## config.mk

```make
export PLATFORM = sky130hd
export DESIGN_NAME = difftest_commit_unit_flat
export DESIGN_NICKNAME = d
export VERILOG_FILES = /design/src/rtl/difftest_commit_unit_if.sv /design/src/rtl/difftest_commit_unit.sv /design/src/flat_wrapper.sv
export SDC_FILE = /design/constraint.sdc
export NUM_CORES = 1
export LEC_CHECK = 0
export ABC_AREA = 1
export CAP_MARGIN = 25
export CORE_AREA = 4 4 372 374
export DETAILED_ROUTE_END_ITERATION = 12
export DIE_AREA = 0 0 376 378
export GPL_TIMING_DRIVEN = 0
export PLACE_DENSITY = 0.4
export RECOVER_POWER = 100
export SLEW_MARGIN = 30
export SYNTH_ARGS = -nofsm -noshare
export SYNTH_HDL_FRONTEND = slang
export SYNTH_SLANG_ARGS = --single-unit
```

## constraint.sdc

```tcl
create_clock -name clock -period 4 [get_ports clock]
set_clock_uncertainty 0.05 [all_clocks]
set_input_delay 0.8 -clock clock [delete_from_list [all_inputs] [get_ports clock]]
set_output_delay 0.8 -clock clock [all_outputs]
set_load 0.1 [all_outputs]
```

## src/rtl/difftest_commit_unit_if.sv

```systemverilog
// Retire-side bundle for difftest_commit_unit: per-channel retire inputs from the core
// and the registered commit/trap/counter view consumed by the Difftest blocks.
interface difftest_commit_unit_if #(
   parameter int XLEN     = 64,
   parameter int COMMIT_W = 2
);
   // Valid-only protocol: there is no ready; every cycle the unit samples in_valid and
   // the enabled channels, and one cycle later presents cmt_valid for what it committed.
   logic [COMMIT_W-1:0]      in_valid;
   logic [COMMIT_W*XLEN-1:0] in_pc;
   logic [COMMIT_W*32-1:0]   in_inst;
   logic [COMMIT_W-1:0]      in_wen;
   logic [COMMIT_W*5-1:0]    in_wdest;
   logic [COMMIT_W*XLEN-1:0] in_wdata;
   logic [COMMIT_W-1:0]      in_skip;
   logic [XLEN-1:0]          a0_i;

   logic [COMMIT_W-1:0]      cmt_valid;
   logic [COMMIT_W*XLEN-1:0] cmt_pc;
   logic [COMMIT_W*32-1:0]   cmt_inst;
   logic [COMMIT_W*XLEN-1:0] cmt_wdata;
   logic [COMMIT_W-1:0]      cmt_wen;
   logic [COMMIT_W*8-1:0]    cmt_wdest;
   logic [COMMIT_W-1:0]      cmt_skip;
   logic                     trap_valid;
   logic [7:0]               trap_code;
   logic [XLEN-1:0]          trap_pc;
   logic [63:0]              cycle_cnt;
   logic [63:0]              instr_cnt;
   logic                     order_err;
   logic                     dbg_halt;

   modport master (
      output in_valid, in_pc, in_inst, in_wen, in_wdest, in_wdata, in_skip, a0_i,
      input  cmt_valid, cmt_pc, cmt_inst, cmt_wdata, cmt_wen, cmt_wdest, cmt_skip,
      input  trap_valid, trap_code, trap_pc, cycle_cnt, instr_cnt, order_err, dbg_halt
   );

   modport slave (
      input  in_valid, in_pc, in_inst, in_wen, in_wdest, in_wdata, in_skip, a0_i,
      output cmt_valid, cmt_pc, cmt_inst, cmt_wdata, cmt_wen, cmt_wdest, cmt_skip,
      output trap_valid, trap_code, trap_pc, cycle_cnt, instr_cnt, order_err, dbg_halt
   );
endinterface

```

## src/rtl/difftest_commit_unit.sv

```systemverilog
// Commit and trap tracker: registers in-order retirements, counts cycles/instructions,
// detects the end-of-test trap, captures its code (with same-cycle a0 bypass) and halts.
module difftest_commit_unit #(
   parameter int         XLEN        = 64,
   parameter int         COMMIT_W    = 2,
   parameter logic [6:0] TRAP_OPCODE = 7'h6b
) (
   input  logic                  clock,
   input  logic                  reset,
   difftest_commit_unit_if.slave bus
);
   localparam int W = COMMIT_W;

   typedef enum logic {RUN = 1'b0, HALT = 1'b1} state_t;

   state_t                state_q, state_d;
   logic [W-1:0]          cmt_valid_q, cmt_valid_d;
   logic [W*XLEN-1:0]     cmt_pc_q, cmt_pc_d;
   logic [W*32-1:0]       cmt_inst_q, cmt_inst_d;
   logic [W*XLEN-1:0]     cmt_wdata_q, cmt_wdata_d;
   logic [W-1:0]          cmt_wen_q, cmt_wen_d;
   logic [W*8-1:0]        cmt_wdest_q, cmt_wdest_d;
   logic [W-1:0]          cmt_skip_q, cmt_skip_d;
   logic                  trap_valid_q, trap_valid_d;
   logic [7:0]            trap_code_q, trap_code_d;
   logic [XLEN-1:0]       trap_pc_q, trap_pc_d;
   logic [63:0]           cycle_cnt_q, cycle_cnt_d;
   logic [63:0]           instr_cnt_q, instr_cnt_d;
   logic                  order_err_q, order_err_d;

   logic [W-1:0]          accepted;
   logic [W-1:0]          commit;
   logic                  trap_found;
   logic [7:0]            trap_code_sel;
   logic [XLEN-1:0]       trap_pc_sel;
   logic [63:0]           n_commit;

   always_comb begin
      logic run;
      run           = 1'b1;
      accepted      = '0;
      commit        = '0;
      trap_found    = 1'b0;
      trap_code_sel = bus.a0_i[7:0];
      trap_pc_sel   = '0;
      n_commit      = '0;

      // Walk oldest to youngest; a later x10 write overrides an earlier one, so the
      // youngest write older than the trap wins the a0 bypass.
      for (int i = 0; i < W; i++) begin
         run         = run & bus.in_valid[i];
         accepted[i] = run;
         if (accepted[i] && !trap_found) begin
            commit[i] = 1'b1;
            n_commit  = n_commit + 64'd1;
            if (bus.in_inst[i*32 +: 7] == TRAP_OPCODE) begin
               trap_found  = 1'b1;
               trap_pc_sel = bus.in_pc[i*XLEN +: XLEN];
            end else if (bus.in_wen[i] && (bus.in_wdest[i*5 +: 5] == 5'd10)) begin
               trap_code_sel = bus.in_wdata[i*XLEN +: 8];
            end
         end
      end

      state_d      = state_q;
      cmt_valid_d  = '0;
      cmt_pc_d     = '0;
      cmt_inst_d   = '0;
      cmt_wdata_d  = '0;
      cmt_wen_d    = '0;
      cmt_wdest_d  = '0;
      cmt_skip_d   = '0;
      trap_valid_d = trap_valid_q;
      trap_code_d  = trap_code_q;
      trap_pc_d    = trap_pc_q;
      cycle_cnt_d  = cycle_cnt_q;
      instr_cnt_d  = instr_cnt_q;
      order_err_d  = order_err_q;

      if (state_q == RUN) begin
         for (int i = 0; i < W; i++) begin
            if (commit[i]) begin
               cmt_valid_d[i]              = 1'b1;
               cmt_pc_d[i*XLEN +: XLEN]    = bus.in_pc[i*XLEN +: XLEN];
               cmt_inst_d[i*32 +: 32]      = bus.in_inst[i*32 +: 32];
               cmt_wdata_d[i*XLEN +: XLEN] = bus.in_wdata[i*XLEN +: XLEN];
               cmt_wen_d[i]                = bus.in_wen[i] & (bus.in_wdest[i*5 +: 5] != 5'd0);
               cmt_wdest_d[i*8 +: 8]       = {3'b000, bus.in_wdest[i*5 +: 5]};
               cmt_skip_d[i]               = bus.in_skip[i];
            end
         end
         cycle_cnt_d = cycle_cnt_q + 64'd1;
         instr_cnt_d = instr_cnt_q + n_commit;
         if (bus.in_valid != accepted) begin
            order_err_d = 1'b1;
         end
         if (trap_found) begin
            trap_valid_d = 1'b1;
            trap_code_d  = trap_code_sel;
            trap_pc_d    = trap_pc_sel;
            state_d      = HALT;
         end
      end
   end

   always_ff @(posedge clock) begin
      if (reset) begin
         state_q      <= RUN;
         cmt_valid_q  <= '0;
         cmt_pc_q     <= '0;
         cmt_inst_q   <= '0;
         cmt_wdata_q  <= '0;
         cmt_wen_q    <= '0;
         cmt_wdest_q  <= '0;
         cmt_skip_q   <= '0;
         trap_valid_q <= 1'b0;
         trap_code_q  <= '0;
         trap_pc_q    <= '0;
         cycle_cnt_q  <= '0;
         instr_cnt_q  <= '0;
         order_err_q  <= 1'b0;
      end else begin
         state_q      <= state_d;
         cmt_valid_q  <= cmt_valid_d;
         cmt_pc_q     <= cmt_pc_d;
         cmt_inst_q   <= cmt_inst_d;
         cmt_wdata_q  <= cmt_wdata_d;
         cmt_wen_q    <= cmt_wen_d;
         cmt_wdest_q  <= cmt_wdest_d;
         cmt_skip_q   <= cmt_skip_d;
         trap_valid_q <= trap_valid_d;
         trap_code_q  <= trap_code_d;
         trap_pc_q    <= trap_pc_d;
         cycle_cnt_q  <= cycle_cnt_d;
         instr_cnt_q  <= instr_cnt_d;
         order_err_q  <= order_err_d;
      end
   end

   assign bus.cmt_valid  = cmt_valid_q;
   assign bus.cmt_pc     = cmt_pc_q;
   assign bus.cmt_inst   = cmt_inst_q;
   assign bus.cmt_wdata  = cmt_wdata_q;
   assign bus.cmt_wen    = cmt_wen_q;
   assign bus.cmt_wdest  = cmt_wdest_q;
   assign bus.cmt_skip   = cmt_skip_q;
   assign bus.trap_valid = trap_valid_q;
   assign bus.trap_code  = trap_code_q;
   assign bus.trap_pc    = trap_pc_q;
   assign bus.cycle_cnt  = cycle_cnt_q;
   assign bus.instr_cnt  = instr_cnt_q;
   assign bus.order_err  = order_err_q;
   assign bus.dbg_halt   = (state_q == HALT);
endmodule
```

## src/flat_wrapper.sv

```systemverilog
// flat-port wrapper written by rule: the top's interface ports become plain ports
module difftest_commit_unit_flat 
#(
   parameter int         XLEN        = 64,
   parameter int         COMMIT_W    = 2,
   parameter logic [6:0] TRAP_OPCODE = 7'h6b
)
  (clock, reset, bus_in_valid, bus_in_pc, bus_in_inst, bus_in_wen, bus_in_wdest, bus_in_wdata, bus_in_skip, bus_a0_i, bus_cmt_valid, bus_cmt_pc, bus_cmt_inst, bus_cmt_wdata, bus_cmt_wen, bus_cmt_wdest, bus_cmt_skip, bus_trap_valid, bus_trap_code, bus_trap_pc, bus_cycle_cnt, bus_instr_cnt, bus_order_err, bus_dbg_halt);
  difftest_commit_unit_if #(.XLEN(XLEN), .COMMIT_W(COMMIT_W)) bus_i ();
  input  logic clock;
  input  logic reset;
  input wire logic [$bits(bus_i.in_valid)-1:0] bus_in_valid;
  input wire logic [$bits(bus_i.in_pc)-1:0] bus_in_pc;
  input wire logic [$bits(bus_i.in_inst)-1:0] bus_in_inst;
  input wire logic [$bits(bus_i.in_wen)-1:0] bus_in_wen;
  input wire logic [$bits(bus_i.in_wdest)-1:0] bus_in_wdest;
  input wire logic [$bits(bus_i.in_wdata)-1:0] bus_in_wdata;
  input wire logic [$bits(bus_i.in_skip)-1:0] bus_in_skip;
  input wire logic [$bits(bus_i.a0_i)-1:0] bus_a0_i;
  output wire logic [$bits(bus_i.cmt_valid)-1:0] bus_cmt_valid;
  output wire logic [$bits(bus_i.cmt_pc)-1:0] bus_cmt_pc;
  output wire logic [$bits(bus_i.cmt_inst)-1:0] bus_cmt_inst;
  output wire logic [$bits(bus_i.cmt_wdata)-1:0] bus_cmt_wdata;
  output wire logic [$bits(bus_i.cmt_wen)-1:0] bus_cmt_wen;
  output wire logic [$bits(bus_i.cmt_wdest)-1:0] bus_cmt_wdest;
  output wire logic [$bits(bus_i.cmt_skip)-1:0] bus_cmt_skip;
  output wire logic [$bits(bus_i.trap_valid)-1:0] bus_trap_valid;
  output wire logic [$bits(bus_i.trap_code)-1:0] bus_trap_code;
  output wire logic [$bits(bus_i.trap_pc)-1:0] bus_trap_pc;
  output wire logic [$bits(bus_i.cycle_cnt)-1:0] bus_cycle_cnt;
  output wire logic [$bits(bus_i.instr_cnt)-1:0] bus_instr_cnt;
  output wire logic [$bits(bus_i.order_err)-1:0] bus_order_err;
  output wire logic [$bits(bus_i.dbg_halt)-1:0] bus_dbg_halt;
  assign bus_i.in_valid = bus_in_valid;
  assign bus_i.in_pc = bus_in_pc;
  assign bus_i.in_inst = bus_in_inst;
  assign bus_i.in_wen = bus_in_wen;
  assign bus_i.in_wdest = bus_in_wdest;
  assign bus_i.in_wdata = bus_in_wdata;
  assign bus_i.in_skip = bus_in_skip;
  assign bus_i.a0_i = bus_a0_i;
  assign bus_cmt_valid = bus_i.cmt_valid;
  assign bus_cmt_pc = bus_i.cmt_pc;
  assign bus_cmt_inst = bus_i.cmt_inst;
  assign bus_cmt_wdata = bus_i.cmt_wdata;
  assign bus_cmt_wen = bus_i.cmt_wen;
  assign bus_cmt_wdest = bus_i.cmt_wdest;
  assign bus_cmt_skip = bus_i.cmt_skip;
  assign bus_trap_valid = bus_i.trap_valid;
  assign bus_trap_code = bus_i.trap_code;
  assign bus_trap_pc = bus_i.trap_pc;
  assign bus_cycle_cnt = bus_i.cycle_cnt;
  assign bus_instr_cnt = bus_i.instr_cnt;
  assign bus_order_err = bus_i.order_err;
  assign bus_dbg_halt = bus_i.dbg_halt;
  difftest_commit_unit #(.XLEN(XLEN), .COMMIT_W(COMMIT_W), .TRAP_OPCODE(TRAP_OPCODE)) u_core (.clock(clock), .reset(reset), .bus(bus_i));
endmodule
```

==> results by group <==
Clock tree
  • Source-to-sink clock delay at the later pin of the worst-skew pair: approximately 0.64 ns
  • Clk sinks: 539
  • Htree depth: 3
  • CTS tree: built
  • Clock edge transition at the registers on the reported setup and hold paths: approximately 0.06 ns
  • CTS root buffer: sky130_fd_sc_hd__clkbuf_16
  • TritonCTS buffer count: 72
  • Clock tree buffer depth: 3

Power
  • Clock Power Share: 0.463
  • Peak supply drop: around 290 uV
  • Switching Fraction: 0.297
  • Switching power total: 0.00412 W
  • Seq pwr share: 0.399
  • Part of the power in combinational logic: 0.138
  • Power per Cell Area: 430 mW/mm^2
  • Internal power of the cells: 0.00976 W
  • Leak: 14.5 nW

Global routing
  • All-layer global routing usage: 0.159
  • Global-route wire length before repair: roughly 160,000 um
  • Largest net degree at the start of global routing: 12
  • Number of global-route vias before repair: 20.0k
  • GRT overflow: 0
  • Antenna violations before repair: 29

Setup path
  • Sort of element at the end of the critical path: flop
  • Cell type group with the largest total delay on the critical path: simple AND/OR/NAND/NOR gates
  • Arrival time reported for the critical path endpoint: 4.21 ns
  • Critical path buffers and inverters: 5
  • Critical-path top delay cell: sky130_fd_sc_hd__clkdlybuf4s50_1
  • Classification of the worst setup path: in -> reg
  • Biggest fanout along the worst timing path: 6
  • Crit path required time: 4.45 ns
  • Series of cell instances along the critical path: clkdlybuf4s50_1, inv_1, nor3_4, nand2_2, nand2_8, clkinvlp_4, nor2_4, ha_1, inv_1, fa_1, inv_1, nand2_4, nor2_4, nand2_4, nor2_8, nand3_2, nor2_4, nand3_1, nand2_1, nor2_1
  • Startpoint kind of the worst setup timing path: primary input
  • Largest stage delay, worst path: 0.46 ns

Place
  • Count of input and output buffers: slightly below 900
  • Cell area after placement: roughly 0.030 mm^2
  • Instance count after placement with tap cells included: 5,351
  • Final RePlAce weighted congestion: 0.855
  • Detailed placer's ending HPWL: 98,400 um

Timing
  • Worst hold slack: about 0.41 ns
  • Pin slew with the least headroom to its limit: 1.70 ns
  • Final worst path period need: between 3 and 4 ns
  • Pins over their slew limit: 6
  • Final worst-path cycle share: 0.940
  • Max-Slew Margin vs Limit: -0.130
  • Setup Viol. Count Final: 0
  • Peak Freq: 266 MHz
  • Final count of hold timing violations: 0

Routing
  • Number of DRC violations after detailed-routing iteration 0: 1,017
  • Final WL: 118,000 um
  • Detailed-route DRC error count: 0
  • Vias: roughly 20k
  • Antenna violation net count after detailed routing: 0
  • First-pass iteration count of the detailed router: 5
  • Detail-routed net length per standard cell: 21.4 um
  • Via density per instance: 3.69

Finish
  • Final cell count without fillers: 5,492
  • Area overhead of the layout relative to synthesis: 60.5%
  • Final Cell Area: roughly 0.032 mm^2
  • Number of nets in the layout: 4,054
  • Layout cells sized above 1: 0.0460

Floorplan
  • Core outline area: 0.135 mm^2
  • Die Height: 378 um
  • Number of primary I/O pins: 947
  • Standard-cell rows: 135
  • Die Width: 376 um
  • Die area: 0.142 mm^2
  • Initial Utilization: 0.149

Synthesis
  • Syn_area_per_cell: around 7.5 um^2
  • Number of instances in the synthesized netlist: 2,682
  • Post-synthesis cell area: slightly above 0.02 mm^2
  • Number of synthesis warnings: 0
  • Sequential cell area fraction in the yosys report: 0.537
  • Number of library cell types mapped by synthesis: 38
  • Yosys reg bits: around 540

Job
  • Number of violations of the max-capacitance limit: 7

Outcome
  • Violations in the final reports: max-capacitance violations, max-slew violations
  • Outcome: complete, but fails checks

Hold path
  • Type of the tightest min-delay check: reg -> reg
[logic make-up (layout without fill, tap and decap cells)]
family / count (synthesis) / count (layout) / share of synthesized area
AO/OA/AOI/OAI: 184 / 184 / 0.0475
adder cells (fa/ha/maj): 4 / 4 / 0.00286
buffers and inverters: 567 / 1579 / 0.110
flip-flops: 539 / 539 / 0.537
AND/OR/NAND/NOR: 1354 / 1354 / 0.289
other: 1 / 18 / 0.000186
XOR/XNOR: 33 / 33 / 0.0144
[state kept, by name, summed over array words and instances, names as in the netlist, 8 cells and up]
signal and count:
u_core.bus.trap_code 8, u_core.bus.cmt_inst 64, u_core.bus.cycle_cnt 64, u_core.bus.trap_pc 64
u_core.bus.cmt_wdest 10, u_core.bus.instr_cnt 64, u_core.bus.cmt_wdata 128, u_core.bus.cmt_pc 128
[layout by cell type (no fill, tap or decap), drive strengths merged]
cell type	instances
clkinvlp	6
nand3	87
nand4	40
buf	20
a211oi	2
diode	12
nand3b	3
o21a	6
a21oi	54
xnor2	11
o31ai	2
conb	6
xor2	22
nor2	817
dfxtp	539
inv	475
bufinv	1
dlygate4sd3	358
or2	1
clkinv	10
o21ai	116
nand2	298
clkdlybuf4s50	344
o21bai	4
nor3b	3
and2	2
fa	1
clkbuf	365
ha	3
nor3	103
[layout make-up]
| class | count | area (um^2) |
|---|---|---|
| Fill cell | 15200 | 103000 |
| Buffer | 92 | 387 |
| Sequential cell | 539 | 10800 |
| Clock buffer | 108 | 2140 |
| Multi-Input combinational cell | 1581 | 6980 |
| Antenna cell | 12 | 30.0 |
| Inverter | 475 | 1790 |
| Clock inverter | 17 | 186 |
| Timing Repair Buffer | 887 | 7740 |
| Tap cell | 1781 | 2230 |
[path summary, 6_finish.rpt]
path	start	to	slack, ns	depth (start not counted)
worst max-delay path	bus_in_inst[1]	u_core.bus.instr_cnt[54]$_SDFFE_PP0N_	0.24	20
worst min-delay path	u_core.bus.order_err$_SDFFE_PP0P_	u_core.bus.order_err$_SDFFE_PP0P_	0.41	2
worst max register to register	u_core.bus.dbg_halt$_SDFF_PP0_	u_core.bus.cmt_wdest[3]$_SDFF_PP0_	0.58	7
worst min register to register	u_core.bus.order_err$_SDFFE_PP0P_	u_core.bus.order_err$_SDFFE_PP0P_	0.41	2
[per-layer routing]
metal | global-route usage | share of wire
met1 | 0.196 | 0.44
met4 | 0.0435 | 0.028
met5 | 0 | 0.0010
met2 | 0.251 | 0.43
met3 | 0.0739 | 0.10
[power by group through the flow]
stage	Combinational, W	Clock, W	Sequential, W
after floorplan	0.000257	0	0.00656
after global placement	0.00202	0	0.00565
after detailed placement	0.00198	0	0.00565
after CTS	0.00200	0.00665	0.00554
after global routing	0.00201	0.00686	0.00554
final	0.00192	0.00643	0.00553
[worst register-to-register path: stages (launching register included)]
cell and delay, ns:
sky130_fd_sc_hd__dfxtp_1 0.63, sky130_fd_sc_hd__nor2_1 0.10, sky130_fd_sc_hd__inv_1 0.24, sky130_fd_sc_hd__nor2_1 0.17, sky130_fd_sc_hd__inv_1 0.22, sky130_fd_sc_hd__clkbuf_1 0.86, sky130_fd_sc_hd__clkbuf_1 0.77, sky130_fd_sc_hd__nor2_1 0.22
[stage by stage]
stage               setup slack (ns)  utilization  setup TNS, ns  total power, W
floorplan                      0.838            -              0         0.00682
global placement               -1.44        0.231        -131.21         0.00767
detailed placement             -1.47        0.225        -129.69         0.00764
CTS                           0.0138        0.243              0          0.0142
global route                 -0.0183        0.239        -0.0219          0.0144
finish                         0.240        0.239              0          0.0139
[synth_stat cells (all sizes together)]
library cell | n | area share
o21bai | 4 | 0.0015
nor3 | 103 | 0.026
nor2 | 817 | 0.16
clkbuf | 39 | 0.0073
o31ai | 2 | 0.00075
nand2 | 298 | 0.059
buf | 53 | 0.014
conb | 1 | 0.00019
inv | 475 | 0.089
o21a | 6 | 0.0022
nand3 | 87 | 0.024
nand3b | 3 | 0.0011
xnor2 | 11 | 0.0048
nor3b | 3 | 0.0016
ha | 3 | 0.0019
xor2 | 22 | 0.0096
and2 | 2 | 0.00062
a21oi | 54 | 0.013
or2 | 1 | 0.00031
fa | 1 | 0.0010
a211oi | 2 | 0.00075
nand4 | 40 | 0.012
dfxtp | 539 | 0.54
o21ai | 116 | 0.029
[timing repair]
item / in CTS / in global routing
setup endpoints to repair: 54 / 20
pin swaps: 0 / 3
buffers inserted: 1 / 3
resized for setup: 7 / 4
hold buffers: 0 / 0
cloned: 0 / 0
No activity file was read; power rests on OpenSTA's default activity.
